--- src/rtl/prog_thresh_fifo.sv ---
// Single-clock FIFO with any-integer depth, live-programmable almost-full/almost-empty
// thresholds, occupancy count, sticky overflow/underflow flags and selectable read port.
module prog_thresh_fifo #(
  parameter int DATA_W  = 32,
  parameter int DEPTH   = 16,
  parameter int RD_MODE = 0,
  parameter int CNT_W   = $clog2(DEPTH + 1)
) (
  input  logic              clk,
  input  logic              rst,
  input  logic              i_wren,
  input  logic [DATA_W-1:0] i_wrdata,
  input  logic              i_rden,
  output logic [DATA_W-1:0] o_rddata,
  output logic              o_rdvalid,
  input  logic [CNT_W-1:0]  i_afull_th,
  input  logic [CNT_W-1:0]  i_aempty_th,
  output logic [CNT_W-1:0]  o_count,
  output logic              o_full,
  output logic              o_alm_full,
  output logic              o_empty,
  output logic              o_alm_empty,
  input  logic              i_err_clr,
  output logic              o_overflow,
  output logic              o_underflow
);

  localparam int PTR_W = (DEPTH > 1) ? $clog2(DEPTH) : 1;

  logic [DATA_W-1:0] mem [DEPTH];
  logic [PTR_W-1:0]  wrptr;
  logic [PTR_W-1:0]  rdptr;
  logic [CNT_W-1:0]  count;
  logic              rd_acc;
  logic              wr_acc;

  assign o_count     = count;
  assign o_full      = (count == CNT_W'(DEPTH));
  assign o_empty     = (count == '0);
  assign o_alm_full  = (count >= i_afull_th);
  assign o_alm_empty = (count <= i_aempty_th);

  // A full FIFO still takes a write when a read frees a slot in the same cycle.
  assign rd_acc = i_rden & ~o_empty;
  assign wr_acc = i_wren & (~o_full | rd_acc);

  function automatic logic [PTR_W-1:0] ptr_next(input logic [PTR_W-1:0] p);
    return (p == PTR_W'(DEPTH - 1)) ? '0 : p + PTR_W'(1);
  endfunction

  always_ff @(posedge clk) begin
    if (rst) begin
      wrptr <= '0;
      rdptr <= '0;
      count <= '0;
    end else begin
      if (wr_acc) wrptr <= ptr_next(wrptr);
      if (rd_acc) rdptr <= ptr_next(rdptr);
      case ({wr_acc, rd_acc})
        2'b10:   count <= count + CNT_W'(1);
        2'b01:   count <= count - CNT_W'(1);
        default: count <= count;
      endcase
    end
  end

  always_ff @(posedge clk) begin
    if (wr_acc && !rst) mem[wrptr] <= i_wrdata;
  end

  // Set wins over a coincident clear so no error event is lost.
  always_ff @(posedge clk) begin
    if (rst) begin
      o_overflow  <= 1'b0;
      o_underflow <= 1'b0;
    end else begin
      if (i_wren && !wr_acc) o_overflow <= 1'b1;
      else if (i_err_clr)    o_overflow <= 1'b0;
      if (i_rden && !rd_acc) o_underflow <= 1'b1;
      else if (i_err_clr)    o_underflow <= 1'b0;
    end
  end

  generate
    if (RD_MODE == 0) begin : g_reg_rd
      logic [DATA_W-1:0] rddata_p1;
      logic              vld_p1;

      // Read stage p1: head entry captured on accept, valid for one cycle.
      always_ff @(posedge clk) begin
        if (rst) begin
          rddata_p1 <= '0;
          vld_p1    <= 1'b0;
        end else begin
          vld_p1 <= rd_acc;
          if (rd_acc) rddata_p1 <= mem[rdptr];
        end
      end

      assign o_rddata  = rddata_p1;
      assign o_rdvalid = vld_p1;
    end else begin : g_show_ahead
      assign o_rddata  = mem[rdptr];
      assign o_rdvalid = ~o_empty;
    end
  endgenerate

endmodule

--- config.mk ---
export PLATFORM = sky130hd
export DESIGN_NAME = prog_thresh_fifo
export DESIGN_NICKNAME = d
export VERILOG_FILES = /design/src/rtl/prog_thresh_fifo.sv
export SDC_FILE = /design/constraint.sdc
export NUM_CORES = 1
export LEC_CHECK = 0
export CORE_MARGIN = 2
export CORE_UTILIZATION = 29
export DETAILED_ROUTE_END_ITERATION = 8
export PLACE_DENSITY_LB_ADDON = 0.08
export SLEW_MARGIN = 20
export SYNTH_ARGS = -nofsm -noshare
export SYNTH_HDL_FRONTEND = slang
export SYNTH_SLANG_ARGS = --single-unit
--- constraint.sdc ---
create_clock -name clk -period 6.13 [get_ports clk]
set_clock_uncertainty 0.05 [all_clocks]
set_input_delay 1.226 -clock clk [delete_from_list [all_inputs] [get_ports clk]]
set_output_delay 1.226 -clock clk [all_outputs]
set_load 0.01 [all_outputs]
* Word-level counts from Yosys, hierarchy flattened
Memories as Yosys holds them, arrays and structs flattened. A register that Yosys moved wholly into a read port is not among the register bits. Cells that the tools add are included. W data, S select, Z words.
Word-level totals: memory bits (writable) 512, memories kept 1, register bits 16, output and inout port bits 44, logic and storage cells 41, bits of input ports 47
Memory list:
- mem | words 16, bits a word 32, read ports 1, clocked after Yosys merged registers in 1, wr ports 1, RTL line 30 | logic [DATA_W-1:0] mem [DEPTH];
Operators by class: equality and inequality tests 5, mux-type cells 8, $add $sub $neg 4, magnitude comparators 2, bitwise logic cells 5, reduce and logical (&&, ||, !) cells 10
Operators with widths (count):
- $pmux W5 S2 | 1
- $add A4 B1 Y4 const B | 2
- $eq A4 B4 Y1 const B | 2
- $mux W4 | 2
- $reduce_bool A2 Y1 | 3
- $add A5 B1 Y5 const B | 1
- $eq A5 B5 Y1 const B | 1
- $ge A5 B5 Y1 | 1
- $le A5 B5 Y1 | 1
- $logic_not A5 Y1 | 1
- $mux W1 | 5
- $sub A5 B1 Y5 const B | 1
- $logic_and A1 B1 Y1 | 3
- $logic_not A1 Y1 | 3
- $and A1 B1 Y1 | 2
- $eq A2 B1 Y1 const B | 1
- $eq A2 B2 Y1 const B | 1
- $not A1 Y1 | 2
- $or A1 B1 Y1 | 1

* Depth between registers and ports, before layout
Gate-level depths: netlist of the first run.
word-level depth 8, gate-level depth with buffers 11

* Least setup slack after synthesis of the first run
OpenSTA, ideal clock, no wires.
kind input-to-reg, start input port i_rden, end memory mem[3][0], enable pin, arrival 4.334 ns, cell stages on the path 6, required time 5.619 ns, setup time 0.461 ns, path buffers 1, path slack 1.285 ns, path through clkbuf_1 > nand2b_1 > o21ai_2 > nor2_1 > nand2_1 > nor3_1
Between the ends: longest elaborated chain between the ends 6
Ends and longest elaborated chain:
- start, declared | RTL line 13 | input logic i_rden,
- $and A1 B1 Y1 | RTL line 44 | assign rd_acc = i_rden & ~o_empty;
- $or A1 B1 Y1 | RTL line 45 | assign wr_acc = i_wren & (~o_full | rd_acc);
- $and A1 B1 Y1 | RTL line 45
- $logic_and A1 B1 Y1 | RTL line 68 | if (wr_acc && !rst) mem[wrptr] <= i_wrdata;
- $mux W1 | RTL line 68
- $mux W1 (not written as such) | RTL line 68
- end, declared | RTL line 30
No other way between the ends.

* Worst setup path after layout of the first run
start input port i_aempty_th[1], end output port o_alm_empty
Between the ends: longest elaborated chain between the ends 1
Ends and longest elaborated chain:
- start, declared | RTL line 17 | input logic [CNT_W-1:0] i_aempty_th,
- $le A5 B5 Y1 | RTL line 41 | assign o_alm_empty = (count <= i_aempty_th);
- end, declared | RTL line 22 | output logic o_alm_empty,
No other way between the ends.

==> results.sh, run 1 <==
export IMPL_synth_fa_ha_area_share_pct=1.14
export IMPL_fmax_mhz=225
export IMPL_finalMaxSlewViolations=0
export IMPL_grt_met2_usage_pct=23.2
export IMPL_mostFrequentLayoutCell="edfxtp_1"
export IMPL_setup_viol_count_final=0
export IMPL_synthSimpleGateAreaFrac_pct=1.49
export IMPL_gp_congestion=0.687
export IMPL_drt_wirelength_per_cell_um=24.0
export IMPL_postSynthCellCount=1014
export IMPL_outcome="finished clean"
export IMPL_synth_top_family_by_area="multiplexers"
export IMPL_crit_buf_inv=3
export IMPL_synth_compound_area_share_pct=2.89
export IMPL_drt_total_wl_um=51600
export IMPL_diodes=0
export IMPL_ctsResizeCount=0
export IMPL_yosysWarnings=0
export IMPL_initial_core_util_pct=29.4
export IMPL_cts_buffers=66
export IMPL_hold_slack_ns=0.444
export IMPL_ys_top_cells_by_area="edfxtp_1 71%, mux4_2 13%, dfxtp_1 4.5%, mux2i_1 1.7%, mux2_2 1.7%"
export IMPL_cts_root_buf="clkbuf_16"
export IMPL_power_switching_mw=2.36
export IMPL_fin_crit_ns=4.44
export IMPL_clkSinkCount=560
export IMPL_post_synth_top_area_cell="edfxtp_1"
export IMPL_worstSetupEndpointType="primary output"
export IMPL_clock_power_share_pct=38.7
export IMPL_syn_nets=1080
export IMPL_grt_overflow_total=0
export IMPL_globalRoute_busiestLayer="met2"
export IMPL_antenna_found_initial=0
export IMPL_worst_pin_slew_ns=0.950
export IMPL_seq_area_frac_synth_pct=75.9
export IMPL_synthMuxAreaShare_pct=16.8
export IMPL_seq_power_share_pct=46.2
export IMPL_clk_pin_slew_ns=0.06
export IMPL_hold_buffers=0
export IMPL_arrival_ns=3.17
export IMPL_cpLargestDelayFamily="buffers and inverters"
export IMPL_drtIter0Drc=694
export IMPL_ys_ff_latch=560
export IMPL_ys_async_sr_fraction_pct=0
export IMPL_worst_path_most_repeated_cell="clkdlybuf4s50_1"
export IMPL_pre_cts_slack_ns=1.64
export IMPL_drc=0
export IMPL_drive_gt1_share_pct=25.2
export IMPL_placement_rows=99
export IMPL_grt_pass1_wl_um=76800
export IMPL_cellPowerDensity_nw_per_um2=374
export IMPL_syn_cell_area_um2=21500
export IMPL_rsz0062_at_grt="false"
export IMPL_core_area_um2=73200
export IMPL_layout_nets=1210
export IMPL_slowest_delay_ns=0.56
export IMPL_cts_tree="yes"
export IMPL_grt_start_max_net_pins=80
export IMPL_clockBufferDepth=3
export IMPL_firstDrtPassIters=4
export IMPL_nFillCells=6745
export IMPL_holdCritPathClass="register to register"
export IMPL_drv_cap=0
export IMPL_io_buffers=90
export IMPL_post_cts_buffers=0
export IMPL_fin_util_pct=35.2
export IMPL_p_sw_share_pct=24.5
export IMPL_peakVddDrop_v=0.000198
export IMPL_combPwrFrac_pct=15.2
export IMPL_p_int_mw=7.26
export IMPL_die_height_um=276
export IMPL_start_kind="primary input"
export IMPL_ys_types=44
export IMPL_tns_ns=0
export IMPL_postRouteAntennaNets=0
export IMPL_clock_latency_ns=0.59
export IMPL_synth_edf_count=512
export IMPL_critPathSlowestCell="clkdlybuf4s50_1"
export IMPL_most_common_layout_cells="512 x edfxtp_1, 128 x mux4_2, 90 x clkdlybuf4s50_1, 68 x clkbuf_16, 45 x dfxtp_1"
export IMPL_crit_chain="clkdlybuf4s50_1 > inv_1 > ha_1 > nor2b_1 > o21a_1 > o21ai_0 > nand2_1 > o211ai_1 > clkdlybuf4s50_1"
export IMPL_synth_top_cell_area_share_pct=71.5
export IMPL_cts_htree_levels=3
export IMPL_finalWorstSetupSlack_ns=1.69
export IMPL_die_area_um2=76400
export IMPL_io_pins=91
export IMPL_fin_crit_sh_pct=72.5
export IMPL_crit_type="primary input to primary output"
export IMPL_die_x_um=276
export IMPL_cp_max_fo=2
export IMPL_vias=10093
export IMPL_first_global_vias=10989
export IMPL_p_leak_nw=7.85
export IMPL_cp_required_ns=4.85
export IMPL_synthXorXnorAreaFrac_pct=0.204
export IMPL_slew_headroom_pct=36.5
export IMPL_dp_hpwl_um=30400
export IMPL_met1_usage_pct=18.1
export IMPL_postSynthAreaPerCell_um2=21.2
export IMPL_vias_per_cell=4.69
export IMPL_synth_ff_type="edfxtp_1"
export IMPL_power_mw=9.62
export IMPL_grt_use_met3_pct=2.52
export IMPL_syn2layout_area_growth_pct=19.7
export IMPL_track_usage_pct=13.7
export IMPL_finalHoldViolations=0
## worst min-delay path, delay by kind of cell (launching register included)
kind | cells | cell delay [ns]
compound gates | 2 | 0.13
flops | 1 | 0.33
## area by class of cell
class | instances | area, um2 | share of cell area (%)
Tap cell | 959 | 1200 | 4.66
Multi-Input combinational cell | 384 | 4960 | 19.2
Timing Repair Buffer | 117 | 1120 | 4.33
Clock inverter | 15 | 134 | 0.520
Sequential cell | 560 | 16300 | 63.5
Clock buffer | 104 | 1940 | 7.52
Inverter | 15 | 56.3 | 0.219
## cell usage after synthesis, types with 2 or more instances
cell,count
a311oi_1,2
mux2_2,32
nand2b_1,6
buf_6,4
o211ai_1,3
edfxtp_1,512
a21oi_1,11
mux2i_1,36
clkbuf_2,3
or4_1,2
inv_1,15
nor2_1,33
buf_4,6
buf_1,2
dfxtp_1,48
mux4_2,128
nor2b_1,3
o21ai_1,6
buf_2,17
a31oi_1,3
nor3_1,7
o21ai_0,29
nand2_1,11
xnor2_1,4
ha_1,18
clkbuf_1,23
a22oi_1,33
## cells by family (layout without fill, tap and decap cells)
| family | Yosys count | count (layout) |
|---|---|---|
| flip-flops | 560 | 560 |
| adder cells (fa/ha/maj) | 19 | 19 |
| AO/OA/AOI/OAI | 95 | 95 |
| multiplexers | 196 | 196 |
| XOR/XNOR | 5 | 5 |
| buffers and inverters | 70 | 251 |
| AND/OR/NAND/NOR | 69 | 69 |
## worst paths after layout
check                      start           end  slack (ns)  cells past startpoint
hold reg to reg     o_rddata[16]  o_rddata[16]        0.44                      2
setup reg to reg      o_count[1]     mem[7][6]        2.89                      6
hold / removal      o_rddata[16]  o_rddata[16]        0.44                      2
setup / recovery  i_aempty_th[1]   o_alm_empty        1.69                      9
## flip-flops by register name (all words and copies together) (netlist names)
| signal | count |
|---|---|
| rdptr | 4 |
| mem | 512 |
| o_overflow | 1 |
| o_underflow | 1 |
| o_rdvalid | 1 |
| o_count | 5 |
| wrptr | 4 |
| o_rddata | 32 |
## power by group through the flow
stage | Clock, mW | Combinational, mW | Sequential (mW)
global placement | 0 | 1.51 | 4.53
floorplan | 0 | 0.997 | 4.45
detailed placement | 0 | 1.51 | 4.53
global route | 3.99 | 1.60 | 4.47
finish | 3.72 | 1.46 | 4.44
CTS | 3.85 | 1.52 | 4.45
## stage by stage
step | cell area (um2) | instances
global route | 25700 | 2154
finish | 25700 | 2154
floorplan | 21500 | 1014
CTS | 25700 | 2154
global placement | 23700 | 2035
detailed placement | 23700 | 2035
## routing by layer
layer	share of wire, %	routed length, um
met5	0	0
met4	2.1	1070
met3	2.9	1480
met2	50	25900
met1	45	23200
(Power assumes the default switching activity.)
==> run 2, diff against run 1 <==
- clock period: 6.13 -> 4.1 ns (I/O delays scaled with it)
==> run 2 against run 1 <==
Compared with the run above: die area stayed put; clock power is 54% higher; critical path depth stayed put; combinational power is 51% higher; largest cell class unchanged; utilization is 0.41 points higher; sequential cell count stayed put; sequential share of layout area is 0.74 points lower; sequential power is 49% higher; first-iteration DRC count stayed put.
==> results.sh, run 2 (synthesis results as in run 1) <==
export IMPL_drive_gt1_share_pct=26.2
export IMPL_tns_ns=0
export IMPL_io_pins=91
export IMPL_cts_root_buf="clkbuf_16"
export IMPL_setup_viol_count_final=0
export IMPL_met3_length_um=1770
export IMPL_clock_power_share_pct=39.3
export IMPL_cp_max_fo=2
export IMPL_nFillCells=6792
export IMPL_holdCritPathClass="register to register"
export IMPL_p_int_mw=11.0
export IMPL_drt_total_wl_um=51800
export IMPL_drtIter0Drc=694
export IMPL_gp_congestion=0.674
export IMPL_clock_latency_ns=0.58
export IMPL_rsz0062_at_grt="false"
export IMPL_fin_crit_sh_pct=87.5
export IMPL_critPathSlowestCell="clkdlybuf4s50_1"
export IMPL_cp_required_ns=3.23
export IMPL_clk_pin_slew_ns=0.06
export IMPL_crit_type="primary input to primary output"
export IMPL_pre_cts_slack_ns=0.508
export IMPL_multi_input_area_um2=4980
export IMPL_outcome="finished clean"
export IMPL_vias=10086
export IMPL_regMostFlops="mem"
export IMPL_crit_chain="clkdlybuf4s50_1 > inv_1 > ha_1 > nor2b_1 > o21a_1 > o21ai_0 > nand2_1 > o211ai_1 > clkdlybuf4s50_1"
export IMPL_arrival_ns=2.72
export IMPL_hold_buffers=0
export IMPL_combPwrFrac_pct=15.2
export IMPL_ctsResizeCount=0
export IMPL_p_sw_share_pct=24.1
export IMPL_fin_crit_ns=3.59
export IMPL_fmax_mhz=279
export IMPL_hp_start="o_rddata[15]"
export IMPL_die_area_um2=76400
export IMPL_most_common_layout_cells="512 x edfxtp_1, 128 x mux4_2, 90 x clkdlybuf4s50_1, 69 x clkbuf_16, 45 x dfxtp_1"
export IMPL_peakVddDrop_v=0.000304
export IMPL_drt_wirelength_per_cell_um=23.9
export IMPL_worstSetupEndpointType="primary output"
export IMPL_mostFrequentLayoutCell="edfxtp_1"
export IMPL_initial_core_util_pct=29.4
export IMPL_syn2layout_area_growth_pct=21.1
export IMPL_grt_start_max_net_pins=49
export IMPL_finalWorstSetupSlack_ns=0.513
export IMPL_worst_pin_slew_ns=1.05
export IMPL_firstDrtPassIters=4
export IMPL_seqCellArea_um2=16300
export IMPL_finalMaxSlewViolations=0
export IMPL_postRouteAntennaNets=0
export IMPL_power_switching_mw=3.51
export IMPL_slowest_delay_ns=0.56
export IMPL_grt_overflow_total=0
export IMPL_p_leak_nw=7.96
export IMPL_crit_start="i_aempty_th[1]"
export IMPL_start_kind="primary input"
export IMPL_m1WireLength_um=23000
export IMPL_antenna_found_initial=3
export IMPL_worst_path_most_repeated_cell="clkdlybuf4s50_1"
export IMPL_finalHoldViolations=0
export IMPL_die_height_um=276
export IMPL_clkSinkCount=560
export IMPL_vias_per_cell=4.65
export IMPL_placement_rows=99
export IMPL_slew_headroom_pct=30.2
export IMPL_dp_hpwl_um=29000
export IMPL_grt_pass1_wl_um=77100
export IMPL_hold_slack_ns=0.439
export IMPL_drv_cap=0
export IMPL_core_area_um2=73200
export IMPL_post_cts_buffers=0
export IMPL_die_x_um=276
export IMPL_dr_wl_met2_um=26000
export IMPL_clockBufferDepth=3
export IMPL_io_buffers=90
export IMPL_seq_power_share_pct=45.6
export IMPL_cellPowerDensity_nw_per_um2=559
export IMPL_cts_tree="yes"
export IMPL_cts_htree_levels=3
export IMPL_top_layer="met5"
export IMPL_track_usage_pct=13.8
export IMPL_first_global_vias=11081
export IMPL_power_mw=14.6
export IMPL_drc=0
export IMPL_cts_buffers=66
export IMPL_diodes=0
export IMPL_layout_nets=1227
export IMPL_regToRegStartpoint="o_count[1]"
export IMPL_largest_register_ffs=512
run 2: changes by cell type in the layout (fill, tap and decap cells not counted), moves of 4 or more:
cell      before  now
buf_4         26   33
buf_12         1   11
nor3_2         4    0
clkbuf_1      26   21
nor3_4         0    4
run 2: stage by stage:
| step | util (%) | area, um2 | cells |
|---|---|---|---|
| 2_1_floorplan | - | 21500 | 1014 |
| 3_3_place_gp | 32.7 | 24000 | 2052 |
| 3_5_place_dp | 32.7 | 24000 | 2052 |
| 4_1_cts | 35.6 | 26000 | 2167 |
| 5_1_grt | 35.6 | 26000 | 2167 |
| 6_report | 35.6 | 26000 | 2167 |
run 2: final cells by class:
class	instances	share of cell area [%]
clock inverters	18	0.740
flip-flops and latches	560	62.8
inverters	15	0.216
clock buffers	97	7.30
well taps	959	4.61
repair buffers	134	5.26
multi-input cells	384	19.1
run 2: worst max-delay path: cells and delay by family:
| kind | cells | cell delay (ns) |
|---|---|---|
| buf+inv | 3 | 1.05 |
| compound gates | 3 | 0.37 |
| fa+ha+maj | 1 | 0.29 |
| simple gates | 2 | 0.20 |
run 2: power by group through the flow:
stage | sequential, mW | clock (mW) | combinational [mW]
after detailed placement | 6.77 | 0 | 2.28
final | 6.63 | 5.72 | 2.21
after floorplan | 6.66 | 0 | 1.49
after global placement | 6.77 | 0 | 2.28
after global routing | 6.67 | 6.13 | 2.42
after CTS | 6.65 | 5.92 | 2.29
run 2: routing by layer:
metal	track usage, %	vias up
met4	3.88	2
met2	23.5	160
met1	17.9	5348
li1	-	4501
met3	2.64	75
met5	0	-
run 2: path summary, 6_finish.rpt:
kind	end	slack, ns	cells after the start
max	o_alm_empty	0.51	9
min	o_rddata[15]	0.44	2
max reg2reg	o_count[4]	1.20	10
min reg2reg	o_rddata[15]	0.44	2
==> RTL edit: new RTL, flow settings as in run 1 <==
Register the output `o_count` once more, without a reset; this adds one clock of latency there. The other outputs are not delayed to match.
--- a/src/rtl/prog_thresh_fifo.sv
+++ b/src/rtl/prog_thresh_fifo.sv
@@ -34,7 +34,9 @@
   logic              rd_acc;
   logic              wr_acc;
 
-  assign o_count     = count;
+  always_ff @(posedge clk) begin
+    o_count <= count;
+  end
   assign o_full      = (count == CNT_W'(DEPTH));
   assign o_empty     = (count == '0);
   assign o_alm_full  = (count >= i_afull_th);
Behaviour: not the same (Yosys sat finds a counterexample within 4 cycles, from zero or initial values and one cycle with rst high).
==> RTL edit against run 1 <==
Clock power down 1%. Design area increased by 0.35%. Largest cell class unchanged. Sequential share of layout area grew 0.17 points. Setup slack hardly changed. Synthesized area increased by 0.70%. Wire length rose by 1.9%. Sequential cell count is 5 higher. Highest routed layer unchanged. Power up 1.8%. Fmax barely moved.
==> RTL edit: results (changes against run 1) <==
finish:
  fillers: 6974  # was 6745
  drive_gt1_share_pct: 25.1  # was 25.2%
  largest_reg_flops: 512  # unchanged
  fin_nets: 1213  # was 1210
  fin_cells: 2170  # was 2154
worst_setup_path:
  crit_slowest_cell: "clkdlybuf4s50_1"  # unchanged
  crit_arrival_ps: 3170  # about the same
  crit_family: "buffers and inverters"  # unchanged
power_and_ir_drop:
  power_mw: 9.80  # was 9.62 mW
  powerClk_mw: 3.68  # was 3.72 mW
  power.leakage_nw: 7.87  # was 7.85 nW
  vdd_drop_max_mv: 0.202  # was 0.198 mV
drt:
  dr_wl_met2_um: 26400  # was 25900 µm
  wl_um: 52600  # was 51600 µm
  wl_met3_um: 1440  # was 1480 µm
  vias: 10100  # about the same
  dr.pass1.iters: 5  # was 4
  m1WireLength_um: 24000  # was 23200 µm
logic_synthesis:
  avgSynthCellArea_um2: 21.3  # was 21.2 µm²
  synth_cell_types: 46  # was 44
  syn_nets: 1083  # was 1080
  synth_common_cells: "edfxtp_1 (512), mux4_2 (128), dfxtp_1 (53)"  # was edfxtp_1 (512), mux4_2 (128), dfxtp_1 (48)
  synth.area.top_cells: "edfxtp_1 (71%), mux4_2 (13%), dfxtp_1 (4.9%)"  # was edfxtp_1 (71%), mux4_2 (13%), dfxtp_1 (4.5%)
  ys_seq_area_share_pct: 75.9  # about the same
  yosysWarnings: 0  # unchanged
clocking:
  ctsLongestPathBuffers: 3  # unchanged
  cts_made_buffers: 67  # was 66
  ctsHoldBuffers: 0  # unchanged
  post_cts_buffers: 0  # unchanged
  root_buffer: "clkbuf_16"  # unchanged
grt:
  use_met3_pct: 2.63  # was 2.52%
  grt_usage_pct: 13.8  # was 13.7%
  grt_max_degree: 132  # was 80
  use_met2_pct: 23.3  # was 23.2%
  gr-usage-met1_pct: 18.3  # was 18.1%
  grt_pass1_wl_um: 77100  # was 76800 µm
  grt_pass1_vias: 10800  # was 11000
status:
  status: "completed"  # unchanged
placement:
  dp_worst_setup_slack_ps: 1700  # was 1640 ps
  dp.cells: 2047  # was 2035
  routabilityCongestion: 0.704  # was 0.687
  hpwl_um: 29600  # was 30400 µm
timing:
  max_slew_margin_pct: 30.1  # was 36.5%
## RTL edit: final timing paths
check                              endpoint  slack, ps           start  cells past startpoint
worst max-delay path            o_alm_empty       1690  i_aempty_th[1]                      9
worst min-delay path             o_count[0]        390        count[0]                      0
worst max register to register   mem[11][2]       3060        count[3]                      6
worst min register to register   o_count[0]        390        count[0]                      0
## RTL edit: area by class of cell
class | count | area [µm²] | area share, %
clock inverters | 20 | 121 | 0.470
repair buffers | 114 | 1130 | 4.36
inverters | 15 | 56.3 | 0.218
well taps | 969 | 1210 | 4.69
flip-flops and latches | 565 | 16400 | 63.7
clock buffers | 103 | 1900 | 7.37
multi-input cells | 384 | 4970 | 19.2
## RTL edit: cell families (layout without fill, tap and decap cells)
group / Yosys count / count (layout) / synth area share (%)
flops: 565 / 565 / 75.9
mux: 196 / 196 / 16.7
compound gates: 95 / 95 / 2.86
simple gates: 69 / 69 / 1.55
buf+inv: 68 / 252 / 1.73
fa+ha+maj: 19 / 19 / 1.13
xor+xnor: 5 / 5 / 0.202
